## src/rtl/nvme_tcp_uart_rx.sv

```systemverilog
// nvme_tcp_uart_rx: 8N1 UART receiver that frames NVMe/TCP command packets
// (8-byte header + buffered payload) terminated by a line-idle gap.
module nvme_tcp_uart_rx #(
  parameter int         BAUD_DIV    = 234,
  parameter int         ADDR_W      = 5,
  parameter logic [7:0] EXP_VERSION = 8'h01,
  parameter int         IDLE_BITS   = 20
) (
  input  logic              clk,
  input  logic              rst_n,
  input  logic              uart_rx,
  input  logic [ADDR_W-1:0] rd_addr,
  output logic [7:0]        rd_data,
  output logic              busy,
  output logic              pkt_valid,
  output logic [2:0]        err_code,
  output logic [7:0]        opcode,
  output logic [7:0]        flags,
  output logic [7:0]        cid,
  output logic [31:0]       nsid,
  output logic [ADDR_W:0]   pay_len
);

  localparam int CW  = $clog2(BAUD_DIV);
  localparam int GAP = IDLE_BITS * BAUD_DIV;
  localparam int GW  = $clog2(GAP + 1);

  localparam logic [CW-1:0] BMAX  = CW'(BAUD_DIV - 1);
  localparam logic [CW-1:0] BHALF = CW'(BAUD_DIV / 2 - 1);
  localparam logic [GW-1:0] GLAST = GW'(GAP - 1);

  localparam logic [ADDR_W:0] PMAX = {1'b1, {ADDR_W{1'b0}}};

  localparam logic [2:0] E_OK    = 3'd0;
  localparam logic [2:0] E_VER   = 3'd1;
  localparam logic [2:0] E_FRM   = 3'd2;
  localparam logic [2:0] E_SHORT = 3'd3;
  localparam logic [2:0] E_OVF   = 3'd4;

  typedef enum logic [1:0] {
    B_IDLE, B_START, B_DATA, B_STOP
  } bstate_t;

  typedef enum logic [1:0] {
    P_IDLE, P_HDR, P_PAY, P_DROP
  } pstate_t;

  bstate_t b_state, b_next;
  pstate_t p_state, p_next;

  logic [1:0]    sync;
  logic          rx_s;
  logic [CW-1:0] b_cnt;
  logic [2:0]    bit_idx;
  logic [7:0]    rx_byte;
  logic          byte_vld;
  logic          frame_err;

  logic [GW-1:0]   gap_cnt;
  logic            gap_done;
  logic [2:0]      hdr_cnt;
  logic [2:0]      w_err;
  logic [7:0]      w_op;
  logic [7:0]      w_fl;
  logic [7:0]      w_cid;
  logic [31:0]     w_nsid;
  logic [ADDR_W:0] w_len;
  logic            full;

  logic [7:0] mem [2**ADDR_W];

  assign rx_s = sync[1];
  assign busy = (p_state != P_IDLE);
  assign full = (w_len == PMAX);

  always_comb begin
    b_next    = b_state;
    byte_vld  = 1'b0;
    frame_err = 1'b0;
    unique case (b_state)
      B_IDLE:  if (!rx_s) b_next = B_START;
      B_START: if (b_cnt == BHALF)
                 b_next = rx_s ? B_IDLE : B_DATA;
      B_DATA:  if (b_cnt == BMAX && bit_idx == 3'd7)
                 b_next = B_STOP;
      B_STOP:  if (b_cnt == BMAX) begin
                 b_next    = B_IDLE;
                 byte_vld  = rx_s;
                 frame_err = !rx_s;
               end
      default: b_next = B_IDLE;
    endcase
  end

  always_ff @(posedge clk or negedge rst_n) begin
    if (!rst_n) begin
      sync    <= 2'b11;
      b_state <= B_IDLE;
      b_cnt   <= '0;
      bit_idx <= '0;
      rx_byte <= '0;
    end else begin
      sync    <= {sync[0], uart_rx};
      b_state <= b_next;
      if (b_next != b_state || b_cnt == BMAX)
        b_cnt <= '0;
      else
        b_cnt <= b_cnt + 1'b1;
      if (b_state == B_START)
        bit_idx <= '0;
      if (b_state == B_DATA && b_cnt == BMAX) begin
        rx_byte <= {rx_s, rx_byte[7:1]};
        bit_idx <= bit_idx + 1'b1;
      end
    end
  end

  // Idle gap only counts between bytes; byte/frame events never coincide with it.
  assign gap_done = (p_state != P_IDLE) && (b_state == B_IDLE)
                    && (gap_cnt == GLAST);

  always_comb begin
    p_next = p_state;
    unique case (p_state)
      P_IDLE: if (byte_vld) p_next = P_HDR;
      P_HDR: begin
        if (frame_err)
          p_next = P_DROP;
        else if (byte_vld && hdr_cnt == 3'd7)
          p_next = P_PAY;
      end
      P_PAY: if (frame_err || (byte_vld && full)) p_next = P_DROP;
      default: ;
    endcase
    if (gap_done) p_next = P_IDLE;
  end

  always_ff @(posedge clk or negedge rst_n) begin
    if (!rst_n) begin
      p_state   <= P_IDLE;
      gap_cnt   <= '0;
      hdr_cnt   <= '0;
      w_err     <= E_OK;
      w_op      <= '0;
      w_fl      <= '0;
      w_cid     <= '0;
      w_nsid    <= '0;
      w_len     <= '0;
      pkt_valid <= 1'b0;
      err_code  <= '0;
      opcode    <= '0;
      flags     <= '0;
      cid       <= '0;
      nsid      <= '0;
      pay_len   <= '0;
    end else begin
      p_state   <= p_next;
      pkt_valid <= 1'b0;
      if (byte_vld || frame_err || p_state == P_IDLE)
        gap_cnt <= '0;
      else if (b_state == B_IDLE)
        gap_cnt <= gap_cnt + 1'b1;
      if (byte_vld) begin
        unique case (p_state)
          P_IDLE: begin
            w_op    <= '0;
            w_fl    <= '0;
            w_cid   <= '0;
            w_nsid  <= '0;
            w_len   <= '0;
            hdr_cnt <= 3'd1;
            w_err   <= (rx_byte != EXP_VERSION) ? E_VER : E_OK;
          end
          P_HDR: begin
            hdr_cnt <= hdr_cnt + 1'b1;
            unique case (hdr_cnt)
              3'd1: w_op          <= rx_byte;
              3'd2: w_fl          <= rx_byte;
              3'd3: w_cid         <= rx_byte;
              3'd4: w_nsid[31:24] <= rx_byte;
              3'd5: w_nsid[23:16] <= rx_byte;
              3'd6: w_nsid[15:8]  <= rx_byte;
              3'd7: w_nsid[7:0]   <= rx_byte;
              default: ;
            endcase
          end
          P_PAY: begin
            if (full) begin
              if (w_err == E_OK) w_err <= E_OVF;
            end else begin
              w_len <= w_len + 1'b1;
            end
          end
          default: ;
        endcase
      end
      if (frame_err && p_state != P_IDLE && w_err == E_OK)
        w_err <= E_FRM;
      if (gap_done) begin
        pkt_valid <= 1'b1;
        opcode    <= w_op;
        flags     <= w_fl;
        cid       <= w_cid;
        nsid      <= w_nsid;
        pay_len   <= w_len;
        err_code  <= (p_state == P_HDR && w_err == E_OK) ? E_SHORT : w_err;
      end
    end
  end

  always_ff @(posedge clk) begin
    if (byte_vld && p_state == P_PAY && !full)
      mem[w_len[ADDR_W-1:0]] <= rx_byte;
  end

  always_ff @(posedge clk or negedge rst_n) begin
    if (!rst_n) rd_data <= '0;
    else        rd_data <= mem[rd_addr];
  end

endmodule

```

## config.mk

```make
export PLATFORM = sky130hd
export DESIGN_NAME = nvme_tcp_uart_rx
export DESIGN_NICKNAME = d
export VERILOG_FILES = /design/src/rtl/nvme_tcp_uart_rx.sv
export SDC_FILE = /design/constraint.sdc
export NUM_CORES = 1
export LEC_CHECK = 0
export BUFFER_PORTS_ARGS = -buffer_cell sky130_fd_sc_hd__buf_2
export CAP_MARGIN = 20
export CORE_AREA = 4 4 204 226
export CTS_BUF_LIST = sky130_fd_sc_hd__clkbuf_4 sky130_fd_sc_hd__clkbuf_8
export DETAILED_ROUTE_END_ITERATION = 8
export DIE_AREA = 0 0 208 230
export PLACE_DENSITY = 0.58
export REMOVE_ABC_BUFFERS = 1
export SETUP_SLACK_MARGIN = 0.3
export SYNTH_ARGS = -nofsm -noshare
export SYNTH_HDL_FRONTEND = slang
export SYNTH_SLANG_ARGS = --single-unit
```

## constraint.sdc

```tcl
create_clock -name clk -period 2.8 [get_ports clk]
set_input_delay 0.7 -clock clk [delete_from_list [all_inputs] [get_ports clk]]
set_output_delay 0.7 -clock clk [all_outputs]
set_load 0.01 [all_outputs]
```

==> impl_results.md, run 1 <==
- Async SR Flop Fraction: 41.3%
- Area post-placement: 18800 um2
- Overall die area: 47800 um2
- Startpoint types: flip-flop
- Vias post-DR: 9657
- Clock root buffer: sky130_fd_sc_hd__clkbuf_8
- Xor and xnor area share after synthesis: 1.06%
- Count of placed standard cells in the final layout, fillers left out: 1882
- Power density cells: 623 nW/um2
- Number of synthesized flops with an enable pin: 256
- TritonCTS buffer count: 73
- Worst R2R Setup Slack: 0.47 ns
- Die Wd: 208 um
- Type of the worst min-delay path: in -> async
- WL met3: 2540 um
- Cell internal pwr: 10.0 mW
- Met2 routed wirelength: 18600 um
- Proportion of power drawn by flip-flops and latches: 53.2%
- Post-detailed-route DRC marker count: 0
- Max-slew headroom: 33.5%
- Routed wire per std cell: 20.8 um
- Clock sinks: 436
- Clk buf depth: 3
- Filler Cells Inserted: 3875
- Total of warnings raised by yosys: 0
- Time the final worst path needs with I/O delays and setup: 2.40 ns
- Top cell type by total area after synthesis: sky130_fd_sc_hd__edfxtp_1
- Via count of the first global-routing pass: 10100
- Post-synthesis share of cell area spent on and, or, nand and nor gates: 6.40%
- Synthesized area: 17300 um2
- Std-Cell Rows: 81
- Worst slack at placement: 0.135 ns
- Total leakage power: 7.47 nW
- Fraction of layout instances using a drive strength above 1: 33.4%
- Clock latency of the later-clocked register in the worst-skew pair: 0.61 ns
- Element type at the critical path end: output pin
- Vert. Die Dim: 230 um
- Maximum number of pins on one net before global-route repair: 65
- Setup TNS: 0 ns
- Main synth FF type: sky130_fd_sc_hd__edfxtp_1
- Leading cell type in the layout, fill and taps excluded: sky130_fd_sc_hd__edfxtp_1
- Compound-gate portion of the synthesized area: 4.24%
- DRT Wirelength: 39100 um
- Max Slew Vio Count: 0
- Clock slew seen by the registers of the worst setup and hold paths: 0.06 ns
- Setup-violating endpoint count in the final report: 0
- Peak VDD IR: 0.421 mV
- Number of I/O pins: 83
- Register area share after synthesis: 70.3%
- Routed vias/inst: 5.13
- Critical Path RT: 2.10 ns
- ANT cells: 0
- Clock share of power: 45.2%
- Worst Skew: 0.0260 ns
- Post-Synthesis Mean Instance Area: 16.2 um2
- Number of DRC markers in iteration 0: 522
- Commonest cells after routing, fill and taps aside: 256 x sky130_fd_sc_hd__edfxtp_1, 178 x sky130_fd_sc_hd__dfrtp_1, 91 x sky130_fd_sc_hd__nand2_1, 83 x sky130_fd_sc_hd__clkbuf_8, 80 x sky130_fd_sc_hd__buf_2
- Count of input and output buffers: 82
- WL met1: 17300 um
- Clock tree from TritonCTS: yes
- Dominant combinational cell family by area after synthesis: multiplexers
- Worst endpoint data arrival time: 1.70 ns
- Actual transition at the worst max-transition pin: 0.990 ns
- Final hold viol count: 0
- Reported max-cap violation count: 0
- Post-synthesis instance total: 1067
- Run status: complete, no violations
- Starting utilization of the core area: 39.4%
- Max Clock Freq: 417 MHz
- Synthesized-area fraction occupied by adder cells: 1.37%
- Fraction of synthesized cell area taken by the top area cell type: 44.3%
- Worst setup margin: 0.401 ns
- Global-route total usage across every layer: 16.5%
- Area contributors post-synth: sky130_fd_sc_hd__edfxtp_1 44%, sky130_fd_sc_hd__dfrtp_1 26%, sky130_fd_sc_hd__mux4_2 8.3%
- Remaining antenna violation count after routing: 0
- Post-detailed-placement half-perimeter wirelength: 24700 um
- Portion of the clock cycle consumed by the worst path in the final layout: 85.7%
- Crit path max fanout: 10
- Area overhead of the layout relative to synthesis: 17.6%
- Post-layout total power: 12.7 mW
- Net total in the final layout: 1268
- First-pass iteration count of the detailed router: 5
- Unrepaired setup endpoints after global routing: no
- Library cells used by synthesis: 52
- Global-route wire length before repair: 61400 um
- End-of-flow core utilization: 46.4%
- Number of antenna violations at the first check in global routing: 0
- Final estimated routing congestion in global placement: 0.782
- Highest metal used: met4
- Area of the core: 44000 um2
- Final worst hold slack: 0.0387 ns
- Switching power summed over all nets: 2.68 mW
- Part of the power in combinational logic: 1.5%
- Startpoint-to-endpoint class of the critical path: reg -> out
- GRT overflow: 0
- Mux share of post-synthesis cell area: 14.9%
- Total placed cells including tap cells: 1744
- Total of flip-flops plus latches after synthesis: 436
- Post-route cell area: 20400 um2
- H-tree levels: 3
- Switching Share: 21.1%
critical path, cell delays in order (launching register included):
cell and delay [ns]:
sky130_fd_sc_hd__dfrtp_1 0.40, sky130_fd_sc_hd__inv_1 0.09, sky130_fd_sc_hd__ha_2 0.31, sky130_fd_sc_hd__inv_1 0.13
sky130_fd_sc_hd__buf_2 0.17
synth_stat cells, drive strengths merged, types with 5 or more instances:
| cell | instances |
|---|---|
| a21oi | 13 |
| a221oi | 8 |
| a22o | 14 |
| a31oi | 5 |
| and3 | 10 |
| buf | 27 |
| clkbuf | 25 |
| dfrtp | 178 |
| edfxtp | 256 |
| ha | 19 |
| inv | 15 |
| mux2 | 73 |
| mux2i | 32 |
| mux4 | 64 |
| nand2 | 92 |
| nand3 | 12 |
| nand4 | 5 |
| nor2 | 72 |
| nor3 | 9 |
| nor4 | 5 |
| o21ai | 73 |
| xnor2 | 6 |
| xor2 | 15 |
sequential cells by signal, summed over array words and instances (netlist names), 8 cells and up:
signal,count
b_cnt,8
cid,8
flags,8
gap_cnt,13
mem,256
nsid,32
opcode,8
rd_data,8
rx_byte,8
w_cid,8
w_fl,8
w_nsid,32
w_op,8
final cells by class:
| type | count | area, um2 | area share [%] |
|---|---|---|---|
| multi-input combinational | 564 | 4890 | 24.0 |
| clock inverter | 31 | 214 | 1.05 |
| inverter | 15 | 56.3 | 0.276 |
| tap | 581 | 727 | 3.57 |
| clock buffer | 104 | 1290 | 6.35 |
| timing repair buffer | 151 | 1010 | 4.95 |
| sequential | 436 | 12200 | 59.8 |
logic make-up (layout without fill, tap and decap cells):
logic type | count (synthesis) | count (layout)
adder cells (fa/ha/maj) | 19 | 19
AND/OR/NAND/NOR | 233 | 233
flip-flops | 436 | 436
multiplexers | 169 | 169
buffers and inverters | 67 | 301
XOR/XNOR | 21 | 21
AO/OA/AOI/OAI | 122 | 122
power by group through the flow:
stage / registers [mW] / logic [mW] / clock network, mW
6_report: 6.76 / 0.193 / 5.74
5_1_grt: 6.75 / 0.213 / 6.25
4_1_cts: 6.76 / 0.199 / 5.93
3_5_place_dp: 6.88 / 0.199 / 0
3_3_place_gp: 6.88 / 0.199 / 0
2_1_floorplan: 6.88 / 0.0525 / 0
routing by layer:
| layer | global-route usage, % | up-vias |
|---|---|---|
| met5 | 0 | - |
| met4 | 4.62 | 0 |
| met3 | 4.33 | 54 |
| met2 | 26.2 | 277 |
| met1 | 22.7 | 4940 |
| li1 | - | 4386 |
path summary, 6_finish.rpt:
kind / from / to / cells after the start
min reg2reg: sync[0]$_DFF_PN1_ / sync[1]$_DFF_PN1_ / 0
max in group asynchronous: rst_n / sync[0]$_DFF_PN1_ / 2
max reg2reg: b_cnt[1]$_DFF_PN0_ / mem[16][7]$_DFFE_PP_ / 7
max: p_state[0]$_DFFE_PN0P_ / busy / 4
min: rst_n / rd_data[7]$_DFF_PN0_ / 1
min in group clk: uart_rx / sync[0]$_DFF_PN1_ / 1
repair_timing:
| action | CTS | global route |
|---|---|---|
| gates cloned | 0 | 0 |
| hold buffers | 0 | 0 |
| setup buffers | 0 | 2 |
| setup endpoints to repair | 71 | 298 |
| resized for setup | 5 | 9 |
| pin swaps | 0 | 2 |
(Power assumes the default switching activity.)
==> run 2, diff against run 1 <==
PLACE_DENSITY = 0.55   (was 0.58)
clock period = 3 ns   (was 2.8 ns; I/O delays follow)
==> impl_results.md, run 2 (synthesis gave the netlist of run 1 again) <==
- Run status: complete, no violations
- Startpoint-to-endpoint class of the critical path: reg -> reg
- Startpoint types: flip-flop
- Area of the core: 44000 um2 (unchanged)
- Element type at the critical path end: flip-flop
- Routed wire per std cell: 20.8 um (about the same)
- Vias post-DR: 9528 (-1.3%)
- Post-detailed-placement half-perimeter wirelength: 25300 um (+2.7%)
- Clock latency of the later-clocked register in the worst-skew pair: 0.62 ns (about the same)
- Clock sinks: 436 (unchanged)
- Portion of the clock cycle consumed by the worst path in the final layout: 85.7%
- Layer carrying the most global-route usage: met2
- GRT overflow: 0 (unchanged)
- Routed vias/inst: 5.05 (-1.5%)
- Unrepaired setup endpoints after global routing: yes
- Number of antenna violations at the first check in global routing: 0 (unchanged)
- TritonCTS buffer count: 75 (+2.7%)
- Reported max-cap violation count: 0 (unchanged)
- Worst Skew: 0.0282 ns (+0.00218 ns)
- Clock slew seen by the registers of the worst setup and hold paths: 0.06 ns (about the same)
- Post-layout total power: 12.2 mW (-3.6%)
- Time the final worst path needs with I/O delays and setup: 2.57 ns
- Worst endpoint data arrival time: 2.88 ns (+1.18 ns)
- Clock tree from TritonCTS: yes
- Starting utilization of the core area: 39.4% (unchanged)
- Type of the worst min-delay path: in -> async
- Final estimated routing congestion in global placement: 0.811 (+3.7%)
- Vert. Die Dim: 230 um (unchanged)
- Crit path max fanout: 8 (-2)
- Leading cell type in the layout, fill and taps excluded: sky130_fd_sc_hd__edfxtp_1
- Die Wd: 208 um (unchanged)
- Clock root buffer: sky130_fd_sc_hd__clkbuf_8
- Total leakage power: 7.54 nW (+0.97%)
- Area overhead of the layout relative to synthesis: 18.3%
- Post-detailed-route DRC marker count: 0 (unchanged)
- Remaining antenna violation count after routing: 0 (unchanged)
- Global-route total usage across every layer: 16.5% (about the same)
- Net total in the final layout: 1271 (+0.24%)
- Commonest cells after routing, fill and taps aside: 256 x sky130_fd_sc_hd__edfxtp_1, 177 x sky130_fd_sc_hd__dfrtp_1, 88 x sky130_fd_sc_hd__nand2_1, 87 x sky130_fd_sc_hd__clkbuf_8, 80 x sky130_fd_sc_hd__buf_2
- Number of I/O pins: 83 (unchanged)
- Max-slew headroom: 43.6% (+10 points)
- Setup-violating endpoint count in the final report: 0 (unchanged)
- First-pass iteration count of the detailed router: 4 (-1)
- DRT Wirelength: 39200 um (+0.21%)
- Via count of the first global-routing pass: 9950 (-1.9%)
- Global-route wire length before repair: 60800 um (-1.0%)
- Overall die area: 47800 um2 (unchanged)
- Final hold viol count: 0 (unchanged)
- Power density cells: 597 nW/um2 (-4.2%)
- Count of input and output buffers: 82 (unchanged)
- Setup TNS: 0 ns (unchanged)
- Number of DRC markers in iteration 0: 660 (+26%)
- H-tree levels: 3 (unchanged)
- ANT cells: 0 (unchanged)
- Maximum number of pins on one net before global-route repair: 65 (unchanged)
- Critical Path RT: 3.31 ns (+1.21 ns)
- Peak VDD IR: 0.404 mV (-4.0%)
- Met3 usage in global routing: 3.52% (-0.81 points)
- Max Slew Vio Count: 0 (unchanged)
- Actual transition at the worst max-transition pin: 0.845 ns (-0.145 ns)
- Max FFs per register: 256 (unchanged)
- Met2 GRT Util: 26.3% (+0.051 points)
- Std-Cell Rows: 81 (unchanged)
- Max Clock Freq: 389 MHz
- Global routing met1 resource utilization: 22.9% (+0.21 points)
- Fraction of layout instances using a drive strength above 1: 33.3% (-0.10 points)
- Clk buf depth: 3 (unchanged)
-- run 2: worst paths after layout --
| path | endpoint | from | cells past startpoint | slack, ns |
|---|---|---|---|---|
| max in group asynchronous | w_nsid[28]$_DFFE_PN0P_ | rst_n | 2 | 2.07 |
| min reg2reg | sync[1]$_DFF_PN1_ | sync[0]$_DFF_PN1_ | 0 | 0.36 |
| max | mem[17][2]$_DFFE_PP_ | b_cnt[1]$_DFF_PN0_ | 9 | 0.43 |
| min in group clk | sync[0]$_DFF_PN1_ | uart_rx | 1 | 0.25 |
| min | rd_data[4]$_DFF_PN0_ | rst_n | 1 | 0.11 |
| max reg2reg | mem[17][2]$_DFFE_PP_ | b_cnt[1]$_DFF_PN0_ | 9 | 0.43 |
-- run 2: routing by layer --
metal	share of wire (%)	wire, um	vias up
li1	-	-	4399
met1	45	17600	4825
met2	48	18800	252
met3	5.3	2070	52
met4	2.0	777	0
met5	0	0	-
-- run 2: final cells by class --
type                       instances  area, um2
timing repair buffer             152       1020
clock buffer                     105       1330
tap                              581        727
fill                            3887      23500
multi-input combinational        564       4860
inverter                          15       56.3
clock inverter                    33        317
sequential                       436      12200
-- run 2: through the flow --
stage | utilization (%) | hold WS [ns] | setup slack, ns | std cells | area [um2]
2_1_floorplan | - | 0.345 | -0.378 | 1015 | 17100
5_1_grt | 46.6 | 0.122 | 0.237 | 1886 | 20500
3_5_place_dp | 42.9 | 0.357 | 0.284 | 1748 | 18900
4_1_cts | 46.6 | 0.0913 | 0.284 | 1886 | 20500
6_report | 46.6 | 0.113 | 0.428 | 1886 | 20500
3_3_place_gp | 42.9 | 0.358 | 0.323 | 1748 | 18900
-- run 2: repair_timing --
action / CTS / global route
hold buffers: 0 / 0
resized for setup: 2 / 2
endpoints found under the setup margin: 37 / 143
pin swaps: 0 / 1
setup buffers: 0 / 0
-- run 2: power by group --
part / switching (mW) / leakage (nW) / total, mW / internal (mW)
clock network: 2.42 / 0.870 / 5.75 / 3.33
registers: 0.00168 / 4.21 / 6.31 / 6.31
logic: 0.116 / 2.46 / 0.178 / 0.0621
-- run 2: worst max-delay path, cell delays in order (launching register included) --
cell	delay, ns
sky130_fd_sc_hd__dfrtp_1	0.39
sky130_fd_sc_hd__inv_1	0.12
sky130_fd_sc_hd__ha_1	0.20
sky130_fd_sc_hd__nand4b_4	0.15
sky130_fd_sc_hd__nor4_1	0.32
sky130_fd_sc_hd__buf_4	0.18
sky130_fd_sc_hd__and3_1	0.28
sky130_fd_sc_hd__nand2_2	0.26
sky130_fd_sc_hd__nor2_1	0.17
sky130_fd_sc_hd__buf_4	0.20
==> run 3, diff against run 2 <==
BUFFER_PORTS_ARGS = not set   (was -buffer_cell sky130_fd_sc_hd__buf_2)
DONT_BUFFER_PORTS = 1   (was not set)
PLACE_DENSITY = 0.54   (was 0.55)
==> impl_results.md, run 3 (synthesis gave the netlist of run 1 again) <==
- Routed vias/inst: 5.13 (+1.5%)
- Leading cell type in the layout, fill and taps excluded: sky130_fd_sc_hd__edfxtp_1
- Maximum number of pins on one net before global-route repair: 181 (+180%)
- Fraction of layout instances using a drive strength above 1: 27.8% (-5.5 points)
- Post-CTS setup repair buffer count: 0 (unchanged)
- Max Clock Freq: 401 MHz (+3.1%)
- Final estimated routing congestion in global placement: 0.782 (-3.6%)
- First-pass iteration count of the detailed router: 4 (unchanged)
- Startpoint types: flip-flop
- DRT Wirelength: 39400 um (+0.61%)
- Filler Cells Inserted: 3951 (+1.6%)
- Die Wd: 208 um (unchanged)
- Clock root buffer: sky130_fd_sc_hd__clkbuf_8
- Final worst hold slack: -0.160 ns (-0.273 ns)
- Clock tree from TritonCTS: yes
- Startpoint-to-endpoint class of the critical path: reg -> out
- Area of the core: 44000 um2 (unchanged)
- Register Area: 12200 um2 (about the same)
- Unrepaired setup endpoints after global routing: no
- Reported max-cap violation count: 0 (unchanged)
- Post-detailed-route DRC marker count: 0 (unchanged)
- Std-Cell Rows: 81 (unchanged)
- Sum of buffers and inverters on the critical path: 2 (-1)
- Cell mode on critical path: sky130_fd_sc_hd__inv_1
- Overall die area: 47800 um2 (unchanged)
- Combined area of the multi-input logic cells: 4870 um2 (about the same)
- Worst Skew: 0.0366 ns (+0.00841 ns)
- Final hold viol count: 178 (+178)
- Number of I/O pins: 83 (unchanged)
- Global-route total usage across every layer: 16.6% (+0.12 points)
- Violated checks: negative hold slack
- Setup TNS: 0 ns (unchanged)
- Clock latency of the later-clocked register in the worst-skew pair: 0.62 ns (about the same)
- Slowest CP cell: sky130_fd_sc_hd__dfrtp_1
- Clock slew seen by the registers of the worst setup and hold paths: 0.06 ns (about the same)
- ANT cells: 0 (unchanged)
- Via count of the first global-routing pass: 9732 (-2.2%)
- Element type at the critical path end: output pin
- Post-layout total power: 11.6 mW (-4.9%)
- Run status: finished, violations left
- Routed wire per std cell: 22.1 um (+6.2%)
- Worst endpoint data arrival time: 1.75 ns (-1.13 ns)
- Portion of the clock cycle consumed by the worst path in the final layout: 83.2% (-2.6 points)
- Area overhead of the layout relative to synthesis: 14.1%
- Type of the worst min-delay path: in -> async
- Family with the most delay on the worst path: flip-flops
- Critical Path, Cell by Cell: inv_1 > ha_1 > inv_1
- GRT overflow: 0 (unchanged)
- Time the final worst path needs with I/O delays and setup: 2.50 ns (-0.0768 ns)
- Largest stage delay on the critical path: 0.40 ns (about the same)
- Commonest cells after routing, fill and taps aside: 256 x sky130_fd_sc_hd__edfxtp_1, 178 x sky130_fd_sc_hd__dfrtp_1, 90 x sky130_fd_sc_hd__nand2_1, 84 x sky130_fd_sc_hd__clkbuf_8, 73 x sky130_fd_sc_hd__mux2_2
- Crit path max fanout: 10 (+2)
- Vias post-DR: 9166 (-3.8%)
- Count of input and output buffers: 0 (-100%)
- Peak VDD IR: 0.336 mV (-17%)
- Clock sinks: 436 (unchanged)
- Vert. Die Dim: 230 um (unchanged)
- Max-slew headroom: 36.1% (-7.5 points)
- Net total in the final layout: 1176 (-7.5%)
- Clk buf depth: 3 (unchanged)
- Max FFs per register: 256 (unchanged)
- Remaining antenna violation count after routing: 0 (unchanged)
- Power density cells: 589 nW/um2 (-1.3%)
- Critical Path RT: 2.25 ns (-1.06 ns)
- Max Slew Vio Count: 0 (unchanged)
- H-tree levels: 3 (unchanged)
- TritonCTS buffer count: 73 (-2.7%)
- Setup-violating endpoint count in the final report: 0 (unchanged)
- Global-route wire length before repair: 60800 um (about the same)
- Number of DRC markers in iteration 0: 544 (-18%)
- Number of antenna violations at the first check in global routing: 0 (unchanged)
- Post-detailed-placement half-perimeter wirelength: 24700 um (-2.5%)
- Actual transition at the worst max-transition pin: 0.952 ns (+0.106 ns)
- Total leakage power: 6.95 nW (-7.8%)
- Starting utilization of the core area: 39.4% (unchanged)
-- run 3: changes by cell type in the layout (fill, tap and decap cells not counted), moves of 2 or more --
cell,before,now
sky130_fd_sc_hd__buf_12,6,1
sky130_fd_sc_hd__buf_2,80,0
sky130_fd_sc_hd__buf_4,65,58
sky130_fd_sc_hd__bufinv_16,5,0
sky130_fd_sc_hd__clkbuf_4,19,26
sky130_fd_sc_hd__clkbuf_8,87,84
sky130_fd_sc_hd__clkinv_1,9,7
sky130_fd_sc_hd__clkinv_2,12,9
sky130_fd_sc_hd__clkinvlp_4,1,3
sky130_fd_sc_hd__nand2_1,88,90
sky130_fd_sc_hd__nand2_2,4,2
-- run 3: worst paths after layout --
check,from,endpoint,slack [ns],cells past startpoint
max in group asynchronous,rst_n,p_state[0]$_DFFE_PN0P_,2.65,0
worst max register to register,b_cnt[1]$_DFF_PN0_,mem[30][1]$_DFFE_PP_,0.51,9
min in group clk,uart_rx,sync[0]$_DFF_PN1_,0.12,0
worst max-delay path,p_state[0]$_DFFE_PN0P_,busy,0.50,3
worst min-delay path,rst_n,rd_data[6]$_DFF_PN0_,-0.16,0
worst min register to register,sync[0]$_DFF_PN1_,sync[1]$_DFF_PN1_,0.37,0
-- run 3: worst register-to-register path, cell delays in order, from the launching register on --
cell,delay (ns)
sky130_fd_sc_hd__dfrtp_1,0.39
sky130_fd_sc_hd__inv_1,0.12
sky130_fd_sc_hd__ha_1,0.21
sky130_fd_sc_hd__nand4b_4,0.16
sky130_fd_sc_hd__nor4_2,0.28
sky130_fd_sc_hd__buf_4,0.17
sky130_fd_sc_hd__and3_1,0.25
sky130_fd_sc_hd__nand2_2,0.24
sky130_fd_sc_hd__nor2_1,0.18
sky130_fd_sc_hd__buf_4,0.19
-- run 3: layer usage --
layer / routed length (um) / share of wire, % / track usage (%) / vias up
li1: - / - / - / 4191
met3: 2570 / 6.5 / 5.20 / 56
met5: 0 / 0 / 0 / -
met2: 19500 / 49 / 27.3 / 213
met4: 702 / 1.8 / 4.39 / 0
met1: 16700 / 42 / 21.6 / 4706
-- run 3: where the power goes --
| part | switching [mW] | internal [mW] |
|---|---|---|
| clock | 2.39 | 2.90 |
| combinational | 0.00770 | 0.0403 |
| sequential | 0.00152 | 6.31 |
| total | 2.40 | 9.24 |
-- run 3: final cells by class --
cell class / instances / share of cell area [%]
timing repair buffer: 59 / 2.30
inverter: 15 / 0.285
multi-input combinational: 564 / 24.6
clock inverter: 22 / 0.620
tap: 581 / 3.68
clock buffer: 110 / 6.83
sequential: 436 / 61.7
-- run 3: timing repair --
| item | CTS | global route |
|---|---|---|
| resized for setup | 0 | 3 |
| setup endpoints to repair | 2 | 181 |
| endpoints found under the hold margin | 178 | 178 |
-- run 3: through the flow --
stage	setup slack [ns]	utilization (%)	hold WS, ns	instance area [um2]	std cells
CTS	0.293	44.9	-0.201	19700	1784
global route	0.342	45.0	-0.208	19800	1787
global placement	0.375	41.5	0.362	18300	1652
floorplan	-0.378	-	0.345	17100	1015
finish	0.504	45.0	-0.160	19800	1787
detailed placement	0.345	41.5	0.360	18300	1652
